===== src/rtl/reg_status_table.sv =====
// ============================================================================
// reg_status_table : rename/scoreboard front-end for RegisterFile (busy, tag, bypass)
// Revision: 1.0
// ============================================================================
`default_nettype none

module reg_status_table #(
    parameter int ROB_WIDTH = 3
) (
    input  logic                 clk_in,
    input  logic                 rst_in,
    input  logic                 rdy_in,
    input  logic                 flush_in,
    input  logic                 issue_valid,
    input  logic [4:0]           issue_rd,
    input  logic [ROB_WIDTH-1:0] issue_tag,
    input  logic                 commit_valid,
    input  logic [4:0]           commit_rd,
    input  logic [ROB_WIDTH-1:0] commit_tag,
    input  logic [31:0]          commit_val,
    input  logic [4:0]           rs1_id,
    input  logic [4:0]           rs2_id,
    output logic                 rs1_busy,
    output logic [ROB_WIDTH-1:0] rs1_tag,
    output logic [31:0]          rs1_val,
    output logic                 rs2_busy,
    output logic [ROB_WIDTH-1:0] rs2_tag,
    output logic [31:0]          rs2_val,
    output logic [4:0]           rf_set_id,
    output logic [31:0]          rf_set_val,
    output logic [4:0]           rf_get_id1,
    output logic [4:0]           rf_get_id2,
    input  logic [31:0]          rf_get_val1,
    input  logic [31:0]          rf_get_val2
);

    logic                 r_busy [32];
    logic [ROB_WIDTH-1:0] r_tag  [32];
    logic                 w_commit_fire;
    logic                 w_rs1_hit;
    logic                 w_rs2_hit;

    assign w_commit_fire = commit_valid && rdy_in;

    // x0 is hardwired idle so every lookup can index the arrays uniformly.
    assign r_busy[0] = 1'b0;
    assign r_tag[0]  = '0;

    generate
        for (genvar i = 1; i < 32; i++) begin : g_reg
            logic w_issue_hit;
            logic w_commit_hit;

            assign w_issue_hit  = issue_valid && (issue_rd == 5'(i));
            assign w_commit_hit = commit_valid && (commit_rd == 5'(i))
                                  && r_busy[i] && (r_tag[i] == commit_tag);

            always_ff @(posedge clk_in) begin
                if (!rst_in) begin
                    r_busy[i] <= 1'b0;
                    r_tag[i]  <= '0;
                end else if (rdy_in) begin
                    if (flush_in) begin
                        r_busy[i] <= 1'b0;
                    end else if (w_issue_hit) begin
                        // A rename in the same cycle supersedes the retiring producer.
                        r_busy[i] <= 1'b1;
                        r_tag[i]  <= issue_tag;
                    end else if (w_commit_hit) begin
                        r_busy[i] <= 1'b0;
                    end
                end
            end
        end
    endgenerate

    assign w_rs1_hit = w_commit_fire && (commit_rd == rs1_id)
                       && r_busy[rs1_id] && (r_tag[rs1_id] == commit_tag);
    assign w_rs2_hit = w_commit_fire && (commit_rd == rs2_id)
                       && r_busy[rs2_id] && (r_tag[rs2_id] == commit_tag);

    assign rs1_busy = r_busy[rs1_id] && !w_rs1_hit;
    assign rs1_tag  = r_tag[rs1_id];
    assign rs1_val  = (rs1_id == 5'd0) ? 32'd0 : (w_rs1_hit ? commit_val : rf_get_val1);

    assign rs2_busy = r_busy[rs2_id] && !w_rs2_hit;
    assign rs2_tag  = r_tag[rs2_id];
    assign rs2_val  = (rs2_id == 5'd0) ? 32'd0 : (w_rs2_hit ? commit_val : rf_get_val2);

    assign rf_set_id  = w_commit_fire ? commit_rd : 5'd0;
    assign rf_set_val = commit_val;
    assign rf_get_id1 = rs1_id;
    assign rf_get_id2 = rs2_id;

endmodule

`default_nettype wire


===== config.mk =====
export PLATFORM = sky130hd
export DESIGN_NAME = reg_status_table
export DESIGN_NICKNAME = d
export VERILOG_FILES = /design/src/rtl/reg_status_table.sv
export SDC_FILE = /design/constraint.sdc
export NUM_CORES = 1
export LEC_CHECK = 0
export CAP_MARGIN = 20
export CORE_MARGIN = 2
export CORE_UTILIZATION = 55
export DETAILED_ROUTE_END_ITERATION = 12
export GPL_TIMING_DRIVEN = 1
export PLACE_DENSITY = 0.95
export SKIP_CTS_REPAIR_TIMING = 1
export SYNTH_ARGS = -nofsm -noshare
export SYNTH_HDL_FRONTEND = slang
export SYNTH_SLANG_ARGS = --single-unit

===== constraint.sdc =====
create_clock -name clk_in -period 6.8 [get_ports clk_in]
set_input_delay 1.36 -clock clk_in [delete_from_list [all_inputs] [get_ports clk_in]]
set_output_delay 1.36 -clock clk_in [all_outputs]
set_load 0.02 [all_outputs]

==> impl_metrics.json, run 1 <==
{
  "dr.first_iter.drc_count": 1350,
  "start_util_pct": 56.5,
  "drc_errors": 0,
  "avgSynthCellArea_um2": 8.41,
  "rsz0062_at_grt": "false",
  "slew_headroom_pct": 27.0,
  "slew_viol_final": 0,
  "drv_cap": 0,
  "post_drt_wl_per_cell_um": 24.7,
  "design_area_um2": 13100,
  "outcome": "completed",
  "power_switching_uw": 633,
  "cts_sinks": 124,
  "vias": 10500,
  "synth_edf_count": 0,
  "first_pass_iters": 7,
  "antenna_found_initial": 1,
  "io_buffers": 246,
  "worstPathArrival_ns": 5.31,
  "synth_flop_cell": "dfxtp_1",
  "yosysSeqAreaShare_pct": 24.3,
  "fin_cells": 1609,
  "grt_start_max_net_pins": 125,
  "grt_pass1_vias": 10300,
  "clkTransAtPathRegs_ns": 0.05,
  "die_y_um": 140,
  "synth_warnings": 0,
  "start_kind": "input pin",
  "cts_buffer_depth": 2,
  "tritoncts": "yes",
  "fin_worst_skew_ns": 0.00741,
  "gp_congestion": 1.06,
  "powerDensity_nw_per_um2": 165,
  "cp_max_fo": 33,
  "syn_area_um2": 10200,
  "cts_made_buffers": 17,
  "hold_class": "reg -> reg",
  "die_area_um2": 19700,
  "ys_seq_elements": 124,
  "clockPowerShare_pct": 43.5,
  "via_per_inst": 6.54,
  "end_kind": "output pin",
  "ios": 247,
  "core-area_um2": 18100,
  "dpl.cell_count": 1576,
  "ir_drop_v": 0.000183,
  "switching_share_pct": 29.4,
  "p_leak_nw": 4.97,
  "antenna_left": 0,
  "tns_ns": 0,
  "required_ns": 5.44,
  "ys_async_sr_fraction_pct": 0,
  "hold_viol": 0,
  "p_int_mw": 1.52,
  "layout-drive-gt1-share_pct": 9.14,
  "die_x_um": 140,
  "path_class": "in -> out",
  "comb_power_share_pct": 22.6,
  "nets": 1494,
  "fin_crit_sh_pct": 98.1,
  "rows": 49,
  "grtUsageTotal_pct": 39.3,
  "synth_fp_nets": 1344,
  "h-tree-depth": 4,
  "dpl_cell_area_um2": 12500,
  "tightest_slew_ns": 1.09,
  "synth_cells": 1216,
  "area_growth_pct": 27.8,
  "fmax_mhz": 150,
  "p_seq_share_pct": 33.9,
  "setup_violations": 0,
  "clk_latency_ns": 0.44,
  "min_period_ns": 6.67,
  "dp_hpwl_um": 28500,
  "cts_root_buf": "clkbuf_16",
  "grt_pass1_wl_um": 59800,
  "synth.distinct_cells": 56,
  "routed_wl_um": 39700,
  "grt-ovfl-total": 0
}
## worst max-delay path: stages
cell and delay [ns]:
clkdlybuf4s50_1 0.81, buf_4 0.29, nor2_1 0.09, a31o_2 0.28
o31ai_1 0.60, xor2_1 0.22, nor4_4 0.36, buf_12 0.30
mux2i_1 0.32, clkdlybuf4s50_1 0.66
## synthesized netlist by cell type (16+ instances only)
cell type	count	area, um2
a21boi_0	59	443
nor4_1	21	131
nand2_1	237	890
o21ai_0	26	130
xnor2_1	45	394
nor2b_1	69	432
nand3_1	51	255
nor2_1	33	124
xor2_1	62	543
dfxtp_1	124	2480
clkbuf_1	69	259
mux2_2	16	180
mux2i_1	148	1480
mux4_2	33	743
buf_4	51	383
## power groups by stage
stage               Clock, mW  Combinational (mW)  Sequential [mW]
finish                  0.937               0.488            0.731
global route            0.964               0.505            0.731
CTS                     0.937               0.477            0.731
detailed placement          0               0.473            0.747
global placement            0               0.470            0.747
floorplan                   0               0.261            0.746
## registers in the layout (all words and copies together) (netlist names)
register,flops
r_tag,93
r_busy,31
## final timing paths
kind                                               from                 endpoint  slack, ns  cells past startpoint
worst max-delay path                          rs1_id[2]               rs1_val[9]       0.13                     10
worst min-delay path            r_busy[25]$_SDFFE_PN0P_  r_busy[25]$_SDFFE_PN0P_       0.50                      2
worst max register to register   r_tag[11]$_SDFFE_PN0P_   r_busy[3]$_SDFFE_PN0P_       5.28                      4
worst min register to register  r_busy[25]$_SDFFE_PN0P_  r_busy[25]$_SDFFE_PN0P_       0.50                      2
## layout make-up
cell class,instances,area [um2]
clock inverters,15,174
multi-input cells,936,6910
well taps,229,287
inverters,7,26.3
repair buffers,280,2760
diodes,1,2.50
fillers,1289,5020
flip-flops and latches,124,2480
clock buffers,17,425
## through the flow
| stage | setup slack, ns | util [%] | power, mW | hold WS [ns] |
|---|---|---|---|---|
| after global routing | 0.142 | 72.2 | 2.20 | 0.513 |
| final | 0.132 | 72.2 | 2.16 | 0.502 |
| after global placement | 0.311 | 68.9 | 1.22 | 0.475 |
| after CTS | 0.273 | 72.2 | 2.14 | 0.501 |
| after floorplan | 1.18 | - | 1.01 | 0.450 |
| after detailed placement | 0.310 | 68.9 | 1.22 | 0.493 |
## kinds of logic (layout without fill, tap and decap cells)
kind of cell,after synthesis,after routing,share of synthesized area [%]
AO/OA/AOI/OAI,155,155,10.8
XOR/XNOR,107,107,9.17
buffers and inverters,156,319,8.33
flip-flops,124,124,24.3
multiplexers,205,205,25.6
other,0,1,0
AND/OR/NAND/NOR,469,469,21.9
## cells in the final DEF (no fill, tap or decap), drive strengths merged, types with 17 or more instances in the layout
cell type	count
nor4	22
mux4	41
xnor2	45
nand3	51
xor2	62
o21ai	27
buf	40
clkdlybuf4s50	240
nand2	237
clkbuf	17
mux2i	148
a21boi	59
nor2b	69
dfxtp	124
nor2	33
## per-layer routing
| layer | GRT usage (%) | share of wire, % | vias up |
|---|---|---|---|
| li1 | - | - | 4516 |
| met1 | 45.3 | 36 | 4952 |
| met2 | 64.6 | 46 | 823 |
| met3 | 11.7 | 12 | 237 |
| met4 | 23.9 | 6.7 | 0 |
| met5 | 0 | 0 | - |
(Power assumes the default switching activity.)
==> run 2, diff against run 1 <==
Settings changed: GPL_TIMING_DRIVEN 1 to 0.
==> impl_metrics.json, run 2 (synthesis results as in run 1) <==
{
  "antenna_left": 0,
  "largest_registers": "r_tag: 93 flops, r_busy: 31 flops",
  "first_pass_iters": 9,
  "switching_share_pct": 28.7,
  "worstPathArrival_ns": 5.43,
  "hold_class": "reg -> reg",
  "n_fill_cell": 1338,
  "rr_startpoint": "r_tag[87]$_SDFFE_PN0P_",
  "tns_ns": 0,
  "path_buf_inv": 6,
  "slew_viol_final": 0,
  "critPathSlowestCell": "clkdlybuf4s50_1",
  "dr.first_iter.drc_count": 1473,
  "grt-ovfl-total": 0,
  "min_from": "r_busy[17]$_SDFFE_PN0P_",
  "fmax_mhz": 147,
  "outcome": "completed",
  "timing.rr.end": "r_busy[29]$_SDFFE_PN0P_",
  "grt_use_met2_pct": 71.1,
  "p_int_mw": 1.58,
  "die_x_um": 140,
  "cts_sinks": 124,
  "grt_pass1_vias": 10500,
  "fin_cells": 1710,
  "hold_viol": 0,
  "fin_worst_skew_ns": 0.0138,
  "post_drt_wl_per_cell_um": 26.0,
  "ir_drop_v": 0.000210,
  "vias": 11000,
  "layout-drive-gt1-share_pct": 10.7,
  "required_ns": 5.44,
  "grt_start_max_net_pins": 17,
  "rsz0062_at_grt": "false",
  "clk_latency_ns": 0.43,
  "regMostFlops": "r_tag",
  "io_buffers": 230,
  "ios": 247,
  "min_path_cells": 2,
  "die_y_um": 140,
  "area_growth_pct": 31.9,
  "cp_top_family": "buffers and inverters",
  "tightest_slew_ns": 1.11,
  "layout_common_cells": "nand2_1, clkdlybuf4s50_1, mux2i_1",
  "cts_root_buf": "clkbuf_16",
  "comb_power_share_pct": 22.8,
  "antenna_found_initial": 0,
  "finish.utilization_pct": 74.6,
  "start_util_pct": 56.5,
  "final_common_cell": "nand2_1",
  "clockPowerShare_pct": 44.2,
  "core-area_um2": 18100,
  "p_leak_nw": 5.22,
  "dp_hpwl_um": 34600,
  "nets": 1596,
  "grtUsageMet1_pct": 52.7,
  "h-tree-depth": 4,
  "power_switching_uw": 635,
  "setup_violations": 0,
  "gp_congestion": 1.08,
  "max_stage_delay_ns": 0.64,
  "drv_cap": 0,
  "via_per_inst": 6.42,
  "use_met3_pct": 13.8,
  "routed_wl_um": 44500,
  "largest_reg_flops": 93,
  "antenna_cells": 0,
  "cts_made_buffers": 17,
  "dpl.cell_count": 1675,
  "die_area_um2": 19700,
  "grtUsageTotal_pct": 44.1,
  "grt.busiest_layer": "met2",
  "cts_buffer_depth": 2,
  "cp_max_fo": 10,
  "reg2reg_depth": 6,
  "grt_pass1_wl_um": 65100,
  "powerDensity_nw_per_um2": 164,
  "drc_errors": 0,
  "clkTransAtPathRegs_ns": 0.06,
  "tritoncts": "yes",
  "crit_start": "rs2_id[1]",
  "whs_endpoint": "r_busy[17]$_SDFFE_PN0P_",
  "end_kind": "output pin",
  "start_kind": "input pin",
  "path_class": "in -> out",
  "p_seq_share_pct": 33.0,
  "slew_headroom_pct": 25.4,
  "reg2reg_slack_ns": 5.31,
  "rows": 49,
  "min_period_ns": 6.79,
  "fin_crit_sh_pct": 99.9,
  "crit_chain": "clkdlybuf4s50_1, clkbuf_4, buf_4, mux4_2, mux2i_1, nand3b_1, and4_1, xor2_1, nor4b_2, buf_4, buf_6, mux2i_1, clkdlybuf4s50_1"
}
-- run 2: power by group through the flow --
stage               Combinational (mW)  Sequential, mW  Clock (mW)
floorplan                        0.261           0.746           0
global placement                 0.490           0.747           0
detailed placement               0.493           0.747           0
CTS                              0.497           0.731       0.972
global route                     0.525           0.731        1.01
finish                           0.506           0.731       0.979
-- run 2: how the worst max path moves through the flow --
stage / endpoint / slack [ns] / cells after the start
finish: rs2_val[11] / 0.007 / 13
global route: rs2_val[4] / 0.0006 / 13
CTS: rs1_val[17] / 0.06 / 10
detailed placement: rs2_val[9] / 0.10 / 13
global placement: rs1_val[17] / 0.04 / 10
floorplan: rs1_val[10] / 1.18 / 10
-- run 2: cell type report --
class                           instances  area, um2  share of cell area (%)
Tap cell                              229        287                    2.12
Timing Repair Buffer                  233       2330                    17.3
Clock buffer                           19        443                    3.28
Inverter                                7       26.3                   0.195
Sequential cell                       124       2480                    18.4
Buffer                                149        831                    6.16
Clock inverter                         13        186                    1.38
Multi-Input combinational cell        936       6900                    51.1
-- run 2: tightest hold or removal path: stages, from the launching register on --
cell and delay, ns:
dfxtp_1 0.34, nand2_1 0.07, a21boi_0 0.07
-- run 2: routing by layer --
metal  wire, um  vias up
li1           -     4730
met1      15400     5087
met2      20000      936
met3       6130      228
met4       2860        0
met5          0        -
-- run 2: through the flow --
stage	cell area [um2]	hold slack [ns]	setup slack [ns]	total power, mW
floorplan	10200	0.450	1.18	1.01
global placement	12800	0.494	0.0404	1.24
detailed placement	12800	0.505	0.103	1.24
CTS	13400	0.512	0.0611	2.20
global route	13500	0.541	0.000626	2.26
finish	13500	0.516	0.00675	2.22
==> run 3, diff against run 2 <==
Settings changed: CAP_MARGIN 20 to not set, HOLD_SLACK_MARGIN set to 0.1.
==> impl_metrics.json, run 3 (synthesis results as in run 1) <==
{
  "clkTransAtPathRegs_ns": 0.06,
  "cts_buffer_depth": 2,
  "clk_latency_ns": 0.43,
  "grt-ovfl-total": 0,
  "tns_ns": 0,
  "antenna_left": 0,
  "largest_reg_flops": 93,
  "worstPathArrival_ns": 5.40,
  "finish.utilization_pct": 74.5,
  "slew_headroom_pct": 17.1,
  "required_ns": 5.44,
  "path_buf_inv": 6,
  "cts_made_buffers": 17,
  "cts_sinks": 124,
  "setup_ws_ns": 0.0376,
  "vias": 10900,
  "grt_pass1_wl_um": 65100,
  "setup_violations": 0,
  "multiInputGateArea_um2": 6900,
  "critPathSlowestCell": "clkdlybuf4s50_1",
  "p_leak_nw": 5.22,
  "dr.first_iter.drc_count": 1368,
  "routed_wl_um": 44400,
  "grt_pass1_vias": 10500,
  "ir_drop_v": 0.000211,
  "die_area_um2": 19700,
  "largest_registers": "r_tag: 93 flops, r_busy: 31 flops",
  "start_util_pct": 56.5,
  "min_period_ns": 6.76,
  "grt_start_max_net_pins": 17,
  "drv_cap": 0,
  "ios": 247,
  "via_per_inst": 6.38,
  "rows": 49,
  "io_buffers": 230,
  "dpl_cell_area_um2": 12800,
  "final_common_cell": "nand2_1",
  "rsz0062_at_grt": "false",
  "gp_congestion": 1.08,
  "cts_root_buf": "clkbuf_16",
  "slew_viol_final": 0,
  "start_kind": "input pin",
  "die_y_um": 140,
  "core-area_um2": 18100,
  "fin_hold_ws_ns": 0.519,
  "dp_hpwl_um": 34600,
  "cp_top_family": "buffers and inverters",
  "p_total_mw": 2.21,
  "end_kind": "output pin",
  "die_x_um": 140,
  "hold_viol": 0,
  "powerDensity_nw_per_um2": 164,
  "cp_max_fo": 10,
  "antenna_cells": 0,
  "layout-drive-gt1-share_pct": 10.6,
  "layout_common_cells": "nand2_1, clkdlybuf4s50_1, mux2i_1",
  "hold_class": "reg -> reg",
  "antenna_found_initial": 0,
  "drc_errors": 0,
  "path_class": "in -> out",
  "dpl_worst_slack_ns": 0.103,
  "n_fill_cell": 1339,
  "first_pass_iters": 6,
  "dpl.cell_count": 1675,
  "fin_crit_sh_pct": 99.4,
  "post_drt_wl_per_cell_um": 26.0,
  "seq_area_um2": 2480,
  "regMostFlops": "r_tag",
  "h-tree-depth": 4,
  "crit_chain": "clkdlybuf4s50_1, clkbuf_4, buf_4, mux4_2, mux2i_1, nand3b_1, and4_1, xor2_1, nor4b_2, buf_4, buf_6, mux2i_1, clkdlybuf4s50_1",
  "outcome": "completed",
  "fin_worst_skew_ns": 0.0120,
  "design_area_um2": 13500,
  "tightest_slew_ns": 1.23,
  "fin_cells": 1709,
  "max_stage_delay_ns": 0.65,
  "tritoncts": "yes",
  "fmax_mhz": 148,
  "grtUsageTotal_pct": 44.1,
  "nets": 1595,
  "area_growth_pct": 31.8
}
==> run 3: cell types whose count changed in the layout (fill, tap and decap cells not counted) <==
cell      delta
clkbuf_2     -1
==> run 3: worst paths after layout <==
path,startpoint,endpoint,slack (ns),cells after the start
worst min-delay path,r_busy[17]$_SDFFE_PN0P_,r_busy[17]$_SDFFE_PN0P_,0.52,2
worst max-delay path,rs2_id[1],rs2_val[11],0.04,13
worst max register to register,r_tag[11]$_SDFFE_PN0P_,r_busy[3]$_SDFFE_PN0P_,5.31,4
worst min register to register,r_busy[17]$_SDFFE_PN0P_,r_busy[17]$_SDFFE_PN0P_,0.52,2
==> run 3: routing by layer <==
layer | vias to the layer above | global-route usage [%] | wire (um)
met4 | 0 | 23.8 | 2890
met5 | - | 0 | 0
met1 | 5031 | 52.7 | 15700
met3 | 232 | 13.8 | 5890
li1 | 4722 | - | -
met2 | 911 | 71.1 | 20000
==> run 3: worst register-to-register path: cells and delay by family (launching register included) <==
kind / cells / cell delay [ns]
simple gates: 1 / 0.56
flops: 1 / 0.35
xor+xnor: 1 / 0.17
compound gates: 2 / 0.27
==> run 3: cell type report <==
cell class                 instances  area share (%)
sequential                       124            18.4
multi-input combinational        936            51.2
inverter                           7           0.195
clock buffer                      19            3.29
tap                              229            2.13
timing repair buffer             232            17.3
buffer                           149            6.16
clock inverter                    13            1.38
==> run 3: where the power goes <==
part	internal [mW]	switching (mW)	leakage [nW]
logic	0.228	0.277	3.91
clock network	0.625	0.352	0.308
registers	0.728	0.00299	0.999
==> edit 1 (flow settings as in run 1) <==
`ROB_WIDTH`: 3 -> 4.
--- a/src/rtl/reg_status_table.sv
+++ b/src/rtl/reg_status_table.sv
@@ -5,7 +5,7 @@
 `default_nettype none
 
 module reg_status_table #(
-    parameter int ROB_WIDTH = 3
+    parameter int ROB_WIDTH = 4
 ) (
     input  logic                 clk_in,
     input  logic                 rst_in,
Ports: changed (resized commit_tag, issue_tag, rs1_tag and rs2_tag); port bits go from 247 to 251. No check against the original RTL was run, so the function may have changed too.
==> edit 1 against run 1 <==
The flow now finishes with violations (setup timing). Power rose by 13%. Clock skew rose by 0.00056 ns. Worst hold slack got worse by 0.012 ns. Cell area grew 16%. Worst setup slack got worse by 0.14 ns. Synthesized cell count grew 10%. Sequential cell count increased by 31. Wire length up 28%. Area after synthesis is 17% higher. Via count is 17% higher.
==> edit 1: results (changes against run 1) <==
- Port bufs: 250 (+1.6%)
- Maximum number of pins on one net before global-route repair: 106 (-15%)
- R2R Setup Slk: 5.03 ns (-0.25 ns)
- Slew margin rel.: 36.86% (+9.8 points)
- WHS Path Cells: 2 (unchanged)
- Synth Area in XOR/XNOR: 10.28% (+1.1 points)
- Crit-path max FO: 17 (-48%)
- Fillers: 1595 (+24%)
- Status: finished, violations left
- Hold WC Path Type: reg2reg
- Worst vdd ir: 0.1663 mV (-9.4%)
- Setup Viol. Count Final: 1 (+1)
- Terminus of the critical flop-to-flop path: r_busy[24]
- Worst hold endpoint: r_busy[26]
- Commonest cells in the netlist: 165 x mux2i_1, 155 x dfxtp_1, 135 x nor2b_1
- Hold Crit Start: r_busy[26]
- DP Wirelength: 36.23 mm (+27%)
- Worst-path clk slew: 0.07 ns (+0.02 ns)
- Synth cell types: 51 (-8.9%)
- Top Registers: r_tag: 124 flops, r_busy: 31 flops
- Initial antenna violation count: 4 (+3)
- Failing checks: setup timing
- Drt via density: 6.849 (+4.7%)
- Worst R2R Start: r_tag[97]
- P_leak: 5.786 nW (+16%)
- Final GP Congestion: 1.047 (-1.6%)
- Post-Place Cells: 1764 (+12%)
- DR iter-0 viols: 1969 (+46%)
- Number of global-route vias before repair: 11710 (+13%)
- Ys Warns: 0 (unchanged)
- Clock skew: 0.007966 ns (+0.0005551 ns)
- Share of layout cells above drive strength 1: 12.85% (+3.7 points)
- CP arrival: 5.44 ns (+0.13 ns)
- Drt first pass iters: 6 (-1)
- Fin nets: 1635 (+9.4%)
- Worst setup margin: -0.004700 ns (-0.1370 ns)
- Post-synthesis mux area share: 27.63% (+2.1 points)
- Ys async rst share: 0% (unchanged)
- Top cells by area, synth: dfxtp_1 26%, mux2i_1 14%, mux4_2 13%
- Synth Net Count: 1472 (+9.5%)
- Sequential area share after synthesis: 25.84% (+1.6 points)
- Syn_area_per_cell: 8.949 sq um (+6.4%)
- FF-to-FF path depth: 6 (+2)
- Wirelength, routed: 50.90 mm (+28%)
- Total number of vias: 12330 (+17%)
- Compound-Gate Fraction of Synth Area: 9.575% (-1.2 points)
- Place WS: -0.02692 ns (-0.3365 ns)
- First-pass GRT wire length: 73.36 mm (+23%)
- Gr usage total: 43.35% (+4.0 points)
-- edit 1: changes by cell type in the layout (fill, tap and decap cells not counted), sizes merged, moves of 13 or more --
cell	change
a21boi	-30
a21oi	+41
buf	+29
dfxtp	+31
inv	+13
mux2i	+17
mux4	+26
nand2	-170
nor2	+23
nor2b	+66
nor3	+24
o21ai	+43
xnor2	+23
-- edit 1: cell families (layout without fill, tap and decap cells) --
| kind of cell | after synthesis | after routing |
|---|---|---|
| compound gates | 192 | 192 |
| xor+xnor | 141 | 141 |
| buf+inv | 179 | 354 |
| flops | 155 | 155 |
| mux | 246 | 246 |
| other cells | 0 | 2 |
| simple gates | 429 | 430 |
-- edit 1: how the worst max path moves through the flow --
stage                    from          end  slack, ns  cells after the start
floorplan           rs2_id[2]  rs2_val[10]       1.08                     12
global placement    rs2_id[0]  rs2_val[11]      -0.02                     10
detailed placement  rs2_id[0]   rs2_val[1]      -0.03                     10
CTS                 rs2_id[0]  rs2_val[11]      -0.03                     10
global route        rs1_id[2]   rs1_val[0]      0.006                     13
finish              rs2_id[2]  rs2_val[30]     -0.005                     11
-- edit 1: area by class of cell --
cell class,count,area (sq um),share of cell area [%]
multi-input cells,1009,8068,53.44
flip-flops and latches,155,3103,20.55
repair buffers,307,2938,19.46
clock buffers,18,429.2,2.842
well taps,280,350.3,2.320
clock inverters,14,148.9,0.9862
inverters,15,56.30,0.3729
diodes,2,5.005,0.03315
-- edit 1: power by group --
part | internal, mW | switching, mW | total [mW] | leakage, nW
clock network | 0.520 | 0.448 | 0.968 | 0.284
registers | 0.909 | 0.00315 | 0.913 | 1.25
logic | 0.241 | 0.321 | 0.562 | 4.25
total | 1.67 | 0.772 | 2.44 | 5.79
-- edit 1: metal layers --
metal	track usage [%]	wire, um
met1	50.70	17290
met2	66.82	22140
met3	16.98	7496
met4	26.76	3952
met5	0	26
-- edit 1: per-stage QoR --
step                hold slack [ns]   TNS (ns)  cell area, sq um
global placement             0.4627   -0.01715             14450
global route                 0.5156          0             15100
floorplan                    0.4501          0             12010
detailed placement           0.4790   -0.05068             14450
finish                       0.4894  -0.004700             15100
CTS                          0.4882   -0.06182             15020
-- edit 1: critical path, cell delays in order --
cell and delay, ns:
clkdlybuf4s50_1 0.58, buf_4 0.29, mux4_2 0.35, mux2i_1 0.21, o32ai_1 0.10, or3_1 0.38, xor2_1 0.22, or4_4 0.77
mux2i_1 0.18, nor2_1 0.10, clkdlybuf4s50_1 0.88
==> edit 2 (config.mk and constraints of run 1) <==
Without the edit above. Make the reset (`rst_in`) asynchronous in one clocked block.
--- a/src/rtl/reg_status_table.sv
+++ b/src/rtl/reg_status_table.sv
@@ -55,7 +55,7 @@
             assign w_commit_hit = commit_valid && (commit_rd == 5'(i))
                                   && r_busy[i] && (r_tag[i] == commit_tag);
 
-            always_ff @(posedge clk_in) begin
+            always_ff @(posedge clk_in or negedge rst_in) begin
                 if (!rst_in) begin
                     r_busy[i] <= 1'b0;
                     r_tag[i]  <= '0;
Function: changed (Yosys sat finds a counterexample within 4 cycles, from zero or initial values and one cycle with rst_in low; the reset may be asserted at any time).
==> edit 2 against run 1 <==
Critical path depth grew 1. Sequential cell count unchanged. Critical endpoint is now rs2_val[24]. Count of clock-buffer cells in the layout increased by 4. Worst hold slack improved by 0.023 ns. Worst setup slack gained 0.11 ns. Cell area grew 1.1%. Largest power group unchanged. Utilization grew 0.58 points. Highest routed layer is now met5. Power rose by 14%. Critical path type unchanged. Fmax increased by 1.7%. Via count shrank 3.0%. Area after synthesis grew 0.45%. Synthesized cell count decreased by 12%. Wire length is 0.21% higher.
==> edit 2: results (changes against run 1) <==
- DP Wirelength: 29.39 mm (+3.0%)
- Cell Area, Placed: 12610 sq um (+1.2%)
- Hold Crit Start: r_busy[22]
- Status: completed
- Post-Place Cells: 1452 (-7.9%)
- Clock skew: 0.006349 ns (-0.001062 ns)
- Maximum number of pins on one net before global-route repair: 77 (-38%)
- Synth Net Count: 1202 (-11%)
- Number of global-route vias before repair: 9983 (-3.4%)
- Terminus of the critical flop-to-flop path: r_busy[2]
- Place WS: 0.3339 ns (+0.02431 ns)
- Slowest stage delay, CP: 0.64 ns (-0.17 ns)
- Total number of vias: 10220 (-3.0%)
- Syn_area_per_cell: 9.562 sq um (+14%)
- DR iter-0 viols: 1204 (-11%)
- Drt via density: 6.889 (+5.3%)
- Sequential area share after synthesis: 30.21% (+5.9 points)
- Worst vdd ir: 0.1871 mV (+2.0%)
- M1 wire length: 14.20 mm (+0.50%)
- Final GP Congestion: 1.072 (+0.76%)
- Synth cell types: 64 (+14%)
- Crit-path max FO: 13 (-61%)
- First-pass GRT wire length: 60.36 mm (+0.98%)
- R2R Setup Slk: 5.25 ns (-0.03 ns)
- Hold Worst Slack: 0.5244 ns (+0.02271 ns)
- Top cells by area, synth: dfrtp_1 30%, mux2_2 11%, mux4_2 9.6%
- DR top layer: met5
- Ys async rst share: 100.0% (+100 points)
- Port bufs: 246 (unchanged)
- Worst Path Required: 5.44 ns (about the same)
- Worst hold endpoint: r_busy[22]
- Fillers: 1305 (+1.2%)
- ANT cells: 0 (-1)
- Met2 Wirelength: 18.41 mm (+0.61%)
- Clk_lat worst skew: 0.42 ns (-0.02 ns)
- Gr usage total: 40.04% (+0.70 points)
- Share of layout cells above drive strength 1: 20.41% (+11 points)
[edit 2: layout make-up]
class	count	area (sq um)	area share [%]
timing repair buffer	292	2813	21.28
clock buffer	21	460.4	3.484
inverter	7	26.28	0.1988
multi-input combinational	800	6386	48.32
sequential	124	3103	23.48
clock inverter	10	141.4	1.070
tap	229	286.5	2.168
[edit 2: cells by family after synthesis]
group           Yosys count  synth area share (%)
simple gates            296                 14.74
buf+inv                 150                 8.017
compound gates          217                 13.60
flops                   124                 30.21
xor+xnor                109                 9.442
mux                     178                 23.99
[edit 2: routing by layer]
layer  vias to the layer above  track usage, %
met3                       193           11.28
met5                         -               0
met4                         2           19.79
li1                       4256               -
met2                       826           64.70
met1                      4940           49.65
[edit 2: critical path: cells and delay by family]
| kind | cells | cell delay, ns |
|---|---|---|
| buffers and inverters | 4 | 1.82 |
| AOI/OAI and AO/OA | 4 | 1.23 |
| and+or+nand+nor | 3 | 0.76 |
[edit 2: how the worst max path moves through the flow]
stage | from | cells past startpoint | endpoint | slack [ns]
after detailed placement | rs2_id[1] | 11 | rs2_val[24] | 0.33
after global routing | rs2_id[1] | 10 | rs2_val[4] | 0.11
after global placement | rs2_id[1] | 11 | rs2_val[24] | 0.40
after floorplan | rs2_id[1] | 10 | rs2_val[10] | 1.76
final | rs2_id[1] | 11 | rs2_val[24] | 0.24
after CTS | rs2_id[1] | 11 | rs2_val[24] | 0.30
[edit 2: power by group]
| group | leakage [nW] | internal, mW | switching, mW |
|---|---|---|---|
| registers | 1.70 | 0.787 | 0.0698 |
| clock network | 0.289 | 0.593 | 0.336 |
| logic | 3.48 | 0.316 | 0.360 |
